`src/rtl/fifo_rd_stream.sv`:
```
// Read-domain drain engine: pops an async FIFO with one-cycle read latency,
// buffers words in a 3-entry in-order queue and presents them on valid/ready.
module fifo_rd_stream #(
  parameter int DSIZE = 8,
  parameter int CNTW  = 16
) (
  input  logic             rclk,
  input  logic             rrst,
  input  logic             rEmpty,
  input  logic [DSIZE-1:0] rData,
  output logic             rinc,
  output logic [DSIZE-1:0] m_data,
  output logic             m_valid,
  input  logic             m_ready,
  output logic [CNTW-1:0]  rd_count
);

  localparam int DEPTH = 3;

  logic [DEPTH-1:0][DSIZE-1:0] q;
  logic [2:0]                  occ;
  logic                        inflight;
  logic [1:0]                  head, tail;
  logic                        fire;
  logic [2:0]                  committed;

  function automatic logic [1:0] ptr_nxt(input logic [1:0] p);
    return (p == 2'd2) ? 2'd0 : p + 2'd1;
  endfunction

  // Credit covers the word still on its way out of the FIFO, so a pop is
  // only issued when a queue slot is guaranteed on arrival. m_ready is
  // deliberately excluded to keep rinc off the downstream timing path.
  assign committed = occ + {2'b00, inflight};
  assign rinc      = !rrst && !rEmpty && (committed < 3'(DEPTH));

  assign m_valid = (occ != 3'd0);
  assign m_data  = q[head];
  assign fire    = m_valid && m_ready;

  always_ff @(posedge rclk or posedge rrst) begin
    if (rrst) begin
      q        <= '0;
      occ      <= 3'd0;
      inflight <= 1'b0;
      head     <= 2'd0;
      tail     <= 2'd0;
      rd_count <= '0;
    end else begin
      inflight <= rinc;
      if (inflight) begin
        q[tail] <= rData;
        tail    <= ptr_nxt(tail);
      end
      if (fire) begin
        head     <= ptr_nxt(head);
        rd_count <= rd_count + 1'b1;
      end
      occ <= occ + {2'b00, inflight} - {2'b00, fire};
    end
  end

endmodule

```
`config.mk`:
```
export PLATFORM = sky130hd
export DESIGN_NAME = fifo_rd_stream
export DESIGN_NICKNAME = d
export VERILOG_FILES = /design/src/rtl/fifo_rd_stream.sv
export SDC_FILE = /design/constraint.sdc
export NUM_CORES = 1
export LEC_CHECK = 0
export ABC_AREA = 1
export BUFFER_PORTS_ARGS = -buffer_cell sky130_fd_sc_hd__buf_4
export CAP_MARGIN = 40
export CORE_MARGIN = 2
export CORE_UTILIZATION = 45
export CTS_CLUSTER_SIZE = 12
export DETAILED_ROUTE_END_ITERATION = 6
export HOLD_SLACK_MARGIN = 0.03
export PLACE_DENSITY = 0.66
export RECOVER_POWER = 25
export SLEW_MARGIN = 10
export SYNTH_ARGS = -nofsm -noshare
export SYNTH_HDL_FRONTEND = slang
export SYNTH_SLANG_ARGS = --single-unit
```
`constraint.sdc`:
```
create_clock -name rclk -period 2.1 [get_ports rclk]
set_input_delay 0.105 -clock rclk [delete_from_list [all_inputs] [get_ports rclk]]
set_output_delay 0.105 -clock rclk [all_outputs]
set_load 0.01 [all_outputs]
```
== After elaboration in Yosys (flattened, before gate mapping) ==
Cells that the tools add are included.

* Bits of input ports: 12
* Bits in registers: 48
* Word-level logic and storage cells: 33

* Reduce and logical (&&, ||, !) cells: 7
* Equal/unequal tests: 2
* $lt $le $gt $ge: 4
* Muxes and demuxes: 7
* Add/sub/neg operators: 5

{| class="wikitable"
|+ Operators by type and width
! kind !! count
|-
| bitwise mux 24 bit || 1
|-
| adder 16 x 1 -> 16 bit (second input constant) || 1
|-
| binary-select mux 8 bit (select 2 bit) || 1
|-
| demux 8 bit (select 2 bit) || 1
|-
| 2-to-1 mux 8 bit || 2
|-
| < comparator 2 x 3 -> 1 bit (second input constant) || 2
|-
| adder 2 x 1 -> 2 bit (second input constant) || 2
|-
| == test 2 bit (second input constant) || 2
|-
| logical AND 1 bit || 4
|-
| 2-to-1 mux 2 bit || 2
|-
| adder 3 x 1 -> 3 bit || 1
|-
| < comparator 3 x 2 -> 1 bit (second input constant) || 1
|-
| nonzero test 3 bit || 1
|-
| subtractor 3 x 1 -> 3 bit || 1
|-
| >= comparator 2 x 1 -> 1 bit (second input constant) || 1
|-
| zero test 1 bit || 2
|}

== Longest topological paths before layout ==
Gate-level depths: netlist of run 1.

* Depth after elaboration: 5
* Depth in mapped cells: 8
* Depth with buffers taken out: 8

== Least setup slack after synthesis of run 1 ==
Ideal clock, no wire load.

* Path kind: register to register
* Start: register inflight
* End: register inflight
* Period minus slack after synthesis: 1.707 ns
* Path slack: 0.393 ns
* Arrival: 1.530 ns
* Path buffers: 0
* Stages on the path, launching flop included: 6
* Data required time: 1.923 ns
* Path through: dfrtp_1 > ha_1 > ha_1 > nand2_1 > inv_1 > nor4_1

* Word-level cells in the longest chain between the ends: 3

{| class="wikitable"
|+ Ends and longest elaborated chain
! item !! line !! source
|-
| from (decl) || 22 || <nowiki>logic inflight;</nowiki>
|-
| from (signal assigned) || 50 || <nowiki>inflight <= rinc;</nowiki>
|-
| adder 3 x 1 -> 3 bit || 34 || <nowiki>assign committed = occ + {2'b00, inflight};</nowiki>
|-
| < comparator 3 x 2 -> 1 bit || 35 || <nowiki>assign rinc = !rrst && !rEmpty && (committed < 3'(DEPTH));</nowiki>
|-
| logical AND 1 bit || 35 ||
|-
| named net rinc || 11 || <nowiki>output logic rinc,</nowiki>
|}

The timed path passes the listed nets, and every way through them passes these cells.
A chain may end at the register's enable or synchronous reset.

== Worst setup path after layout of run 1 ==
* Start: register inflight
* End: output port rinc

* Word-level cells in the longest chain between the ends: 3

{| class="wikitable"
|+ Ends and longest elaborated chain
! item !! line
|-
| adder 3 x 1 -> 3 bit || 34
|-
| < comparator 3 x 2 -> 1 bit || 35
|-
| logical AND 1 bit || 35
|-
| to (decl) || 11
|}

No other way between the ends.

==> results.yml, run 1 <==
timing:
  finalSetupViolCount: 0
  max_freq_mhz: 516
  min_period_ns: 1.94
  worst_pin_slew_ns: 0.791
  drv_slew: 0
  post-route-period-util_pct: 92.3
  timing.slew.headroom_pct: 47.2
  tns_ns: 0
  hold_viol: 0
  finalClockSkew_ns: 0.00517
  fin_ws_ns: 0.161
  rsz0062_at_grt: "false"
place:
  dp_cells: 371
  post-place-ws_ns: 0.407
  dpl-instance-area_um2: 2750
  portBuffers: 37
  hpwl_um: 3140
  place_congestion: 0.781
route:
  drt_iter0_drc: 66
  dr.pass1.iters: 4
  vias: 1751
  via_per_inst: 4.60
  route.detailed.drc: 0
  ant_nets: 0
  wl_per_cell_um: 11.1
  finalWirelength_um: 4230
setup_path:
  critPathKind: "reg2out"
  critPathBufInv: 2
  r2r_start: "inflight"
  rrSetupSlack_ns: 0.54
  crit_fanout: 6
  crit_path_frequent_cell: "ha_1"
  crit_required_ns: 2.00
  r2r_end: "occ[2]"
  critPathCaptureType: "primary output"
  crit_path_start_kind: "flip-flop"
  r2r_cells: 5
  path_delay_family: "adder cells"
  critPathArrivalTime_ns: 1.83
  slowest_delay_ns: 0.50
  startpoint: "inflight"
  path_cells: "ha_1 > ha_1 > nand2_1 > inv_1 > nor4_2 > buf_4"
  critPathSlowestCell: "dfrtp_1"
synth:
  ys_seq_area_share_pct: 50.1
  yosysWarnings: 0
  synth_seq_cells: 48
  ys_types: 20
  synth_area_um2: 2400
  syn_avg_cell_area_um2: 9.09
  synthCells: 264
  synth_nets: 281
cells_and_area:
  fin_nets: 327
  area_growth_pct: 19.1
  antennaDiodeCount: 0
  drive_gt1_share_pct: 29.9
  fill_cells: 520
  final_area_um2: 2860
  finalNonFillerCells: 381
floorplanning:
  fp.dieH_um: 77.0
  start_util_pct: 46.7
  core_um2: 5140
  pin_count: 38
  rows: 26
  die_width_um: 77.0
  die_area_um2: 5930
global_routing:
  grt_pass1_wl_um: 7670
  grt_max_degree: 21
  grt_pass1_vias: 1718
  grt_usage_pct: 16.1
  gr-total-overflow: 0
  antenna_found_initial: 0
run:
  drv_cap: 0
clock_network:
  cts_tree: "built"
  root_buffer: "clkbuf_8"
  cts_sinks: 48
  post-cts-setup-buffers: 0
  ctsLongestPathBuffers: 2
  clkTransAtPathRegs_ns: 0.09
  numCtsBuffers: 5
  cts_htree_levels: 2
  clk-insertion-delay-late_ns: 0.29
power_and_ir_drop:
  internal-power_uw: 2240
  seq_power_share_pct: 42.7
  leakage_uw: 0.00146
  p_sw_share_pct: 37.7
  power_uw: 3600
  clock_power_share_pct: 15.5
  vdd_drop_max_mv: 0.595
  power_density_nw_per_um2: 1260
  power_frac_comb_pct: 41.7
  switchingPower_uw: 1360
worst_hold_path:
  min_path_type: "in2reg"
  whs_endpoint: "q[1]"
  min-delay-start: "rData[1]"
  hold_depth: 3
status:
  outcome: "finished, final reports clean"
[layer usage]
layer	GRT usage [%]	vias up	wire, µm
li1	-	913	-
met4	5.36	0	45
met3	4.12	2	140
met5	0	-	0
met1	20.2	809	2000
met2	27.3	27	2040
[metrics by stage]
step	hold slack [ns]	util [%]
after global placement	0.0932	53.5
after CTS	0.110	55.7
final	0.115	55.6
after detailed placement	0.0926	53.5
after global routing	0.114	55.6
after floorplan	0.229	-
[power by group through the flow]
stage | registers [µW] | clock network [µW] | logic (µW)
floorplan | 1530 | 0 | 989
global placement | 1550 | 0 | 1500
detailed placement | 1560 | 0 | 1530
CTS | 1540 | 581 | 1540
global route | 1590 | 613 | 1710
finish | 1540 | 559 | 1500
[cell usage after synthesis]
cell	n	area, µm²
dfrtp_1	48	1200
nand3_1	13	65.1
o21ai_2	24	210
nor2_2	5	31.3
xor2_1	8	70.1
nand4_1	1	6.26
ha_1	5	62.6
nand3b_1	4	30.0
nor4_1	1	6.26
o21ai_1	4	20.0
nand2_1	92	345
buf_6	4	45.0
nand2_8	1	20.0
nor2_1	11	41.3
nand3_4	3	52.6
nor2_4	3	33.8
nand2_2	3	18.8
xor2_2	1	16.3
inv_1	28	105
inv_2	5	18.8
[layout make-up]
class,instances,area (µm²),area share [%]
tap,70,87.6,3.06
sequential,48,1200,42.0
inverter,33,124,4.33
multi-input combinational,179,1040,36.2
clock buffer,6,82.6,2.89
clock inverter,2,10.0,0.350
timing repair buffer,43,318,11.1
[worst register-to-register path, cell delays in order (launching register included)]
cell	delay, ns
dfrtp_1	0.50
ha_1	0.24
ha_1	0.29
inv_1	0.05
ha_1	0.20
xor2_1	0.16
[registers in the layout, summed over array words and instances (netlist names)]
name / flops
inflight: 1
head: 2
q: 24
occ: 3
tail: 2
rd_count: 16
[what timing repair did]
item / CTS / global route
hold buffers: 2 / 0
endpoints found under the hold margin: 14 / 0
resized for setup: 0 / 1
setup endpoints to repair: 0 / 1
[placed cells by master (no fill, tap or decap)]
cell,n
nand4_1,1
nand2_2,3
inv_2,5
nor2_2,5
xor2_2,1
nand3_1,13
o21ai_2,24
nand3b_1,4
nand2_1,92
o21ai_1,4
nand3_4,3
inv_1,28
dlygate4sd3_1,2
nor2_1,11
clkbuf_8,6
nand2_8,1
nor2_4,3
clkbuf_2,1
nor4_2,1
clkinv_2,2
buf_4,38
ha_1,5
dfrtp_1,48
clkbuf_1,2
xor2_1,8
[cells by family (layout without fill, tap and decap cells)]
family | count (synthesis) | after routing | share of synthesized area (%)
DFF | 48 | 48 | 50.1
adders and majority gates | 5 | 5 | 2.61
AOI/OAI and AO/OA | 28 | 28 | 9.59
buffers and inverters | 37 | 84 | 7.04
xor gates and xnor gates | 9 | 9 | 3.60
and+or+nand+nor | 137 | 137 | 27.1
[worst max-delay path by stage]
stage / endpoint / slack (ns) / cells after the start
after floorplan: inflight / 0.39 / 5
after global placement: rinc / 0.43 / 6
after detailed placement: rinc / 0.41 / 6
after CTS: rinc / 0.07 / 6
after global routing: rinc / 0.02 / 6
final: rinc / 0.16 / 6
Note: power is estimated with default switching activity, not from simulation.
==> inputs of run 2 (changes only) <==
--- a/config.mk
+++ b/config.mk
@@ -9,11 +9,11 @@
 export BUFFER_PORTS_ARGS = -buffer_cell sky130_fd_sc_hd__buf_4
 export CAP_MARGIN = 40
 export CORE_MARGIN = 2
-export CORE_UTILIZATION = 45
+export CORE_UTILIZATION = 54
 export CTS_CLUSTER_SIZE = 12
 export DETAILED_ROUTE_END_ITERATION = 6
 export HOLD_SLACK_MARGIN = 0.03
-export PLACE_DENSITY = 0.66
+export PLACE_DENSITY = 0.77
 export RECOVER_POWER = 25
 export SLEW_MARGIN = 10
 export SYNTH_ARGS = -nofsm -noshare
==> results.yml, run 2 (synthesis gave the netlist of run 1 again) <==
global_routing:
  gr-total-overflow: 0
  grt_max_degree: 27
  grt_pass1_wl_um: 7780
  grt_usage_pct: 19.4
  antenna_found_initial: 0
  grt_pass1_vias: 1745
timing:
  hold_viol: 0
  timing.slew.headroom_pct: 32.7
  max_freq_mhz: 515
  worst_pin_slew_ns: 1.01
  min_period_ns: 1.94
  fin_ws_ns: 0.158
  drv_slew: 0
  post-route-period-util_pct: 92.5
  rsz0062_at_grt: "false"
  tns_ns: 0
  finalClockSkew_ns: 0.00558
  finalSetupViolCount: 0
floorplanning:
  die_width_um: 70.7
  start_util_pct: 55.5
  fp.dieH_um: 70.7
  core_um2: 4320
  pin_count: 38
  die_area_um2: 4990
  rows: 24
setup_path:
  crit_path_start_kind: "flip-flop"
  slowest_delay_ns: 0.49
  r2r_start: "inflight"
  path_cells: "ha_1 > ha_1 > nand2_1 > inv_1 > nor4_2 > buf_4"
  critPathCaptureType: "primary output"
  crit_required_ns: 2.00
  startpoint: "inflight"
  critPathSlowestCell: "dfrtp_2"
  critPathArrivalTime_ns: 1.84
  critPathKind: "reg2out"
  crit_fanout: 6
  crit_path_frequent_cell: "ha_1"
cells_and_area:
  reg.largest.list: "q (24), rd_count (16), occ (3)"
  largest_reg_flops: 24
  finalNonFillerCells: 362
  area_growth_pct: 17.2
  utilization_pct: 65.0
  final_cell_mix: "92 x nand2_1, 47 x dfrtp_1, 33 x buf_4, 28 x inv_1, 24 x o21ai_2"
  final_common_cell: "nand2_1"
  drive_gt1_share_pct: 27.7
  antennaDiodeCount: 0
  fin_nets: 326
  max_flop_register: "q"
clock_network:
  ctsLongestPathBuffers: 2
  root_buffer: "clkbuf_8"
  numCtsBuffers: 5
  cts_htree_levels: 2
  post-cts-setup-buffers: 0
  clkTransAtPathRegs_ns: 0.08
  clk-insertion-delay-late_ns: 0.30
  cts_tree: "built"
  cts_sinks: 48
worst_hold_path:
  min_path_type: "in2reg"
  min-delay-start: "rData[1]"
run:
  drv_cap: 0
place:
  post-place-ws_ns: 0.346
  dp_cells: 352
  hpwl_um: 3140
  place_congestion: 0.711
  portBuffers: 37
route:
  ant_nets: 0
  wl_per_cell_um: 12.0
  finalWirelength_um: 4350
  dr.pass1.iters: 4
  via_per_inst: 4.94
  route.detailed.drc: 0
  vias: 1789
  drt_iter0_drc: 125
power_and_ir_drop:
  power_uw: 3590
  vdd_drop_max_mv: 0.642
  leakage_uw: 0.00143
  power_density_nw_per_um2: 1280
status:
  outcome: "finished, final reports clean"
==> run 2: cell count changes in the layout (fill, tap and decap cells not counted), sizes merged <==
cell	change
clkinv	-2
clkbuf	+6
buf	-5
==> run 2: per-layer routing <==
layer	routed length, µm	vias up	global-route usage [%]
li1	-	913	-
met1	2060	846	25.6
met2	2060	24	32.5
met3	156	6	4.27
met4	62	0	5.66
met5	0	-	0
==> run 2: per-stage QoR <==
step	instance area, µm²	hold WS [ns]
floorplan	2400	0.229
global placement	2720	0.197
detailed placement	2720	0.203
CTS	2840	0.108
global route	2810	0.111
finish	2810	0.110
==> run 2: cell type report <==
cell class                 count  area, µm²
sequential                    48       1200
tap                           52       65.1
multi-input combinational    179       1040
timing repair buffer          42        294
fill                         392       1510
clock buffer                   8       90.1
inverter                      33        124
==> run 2: final timing paths <==
check | cells past startpoint | slack (ns) | endpoint
max | 6 | 0.16 | rinc
min | 3 | 0.11 | q[17]
max reg2reg | 5 | 0.58 | occ[2]
min reg2reg | 2 | 0.48 | q[1]
max in group asynchronous | 4 | 0.70 | inflight
min in group asynchronous | 3 | 0.62 | occ[2]
==> run 2: where the power goes <==
group	switching (µW)	total (µW)	internal [µW]
combinational	823	1480	661
clock	292	561	269
sequential	260	1550	1290
total	1380	3590	2220
==> run 2: worst max-delay path: cells and delay by family (launching register included) <==
| kind | cells | cell delay, ns |
|---|---|---|
| AND/OR/NAND/NOR | 2 | 0.33 |
| buffers and inverters | 2 | 0.22 |
| adder cells (fa/ha/maj) | 2 | 0.50 |
| flip-flops | 1 | 0.49 |
==> run 2: what timing repair did <==
action	in CTS	in global routing
endpoints found under the hold margin	25	0
resized for setup	1	1
hold buffers	2	0
setup endpoints to repair	1	1
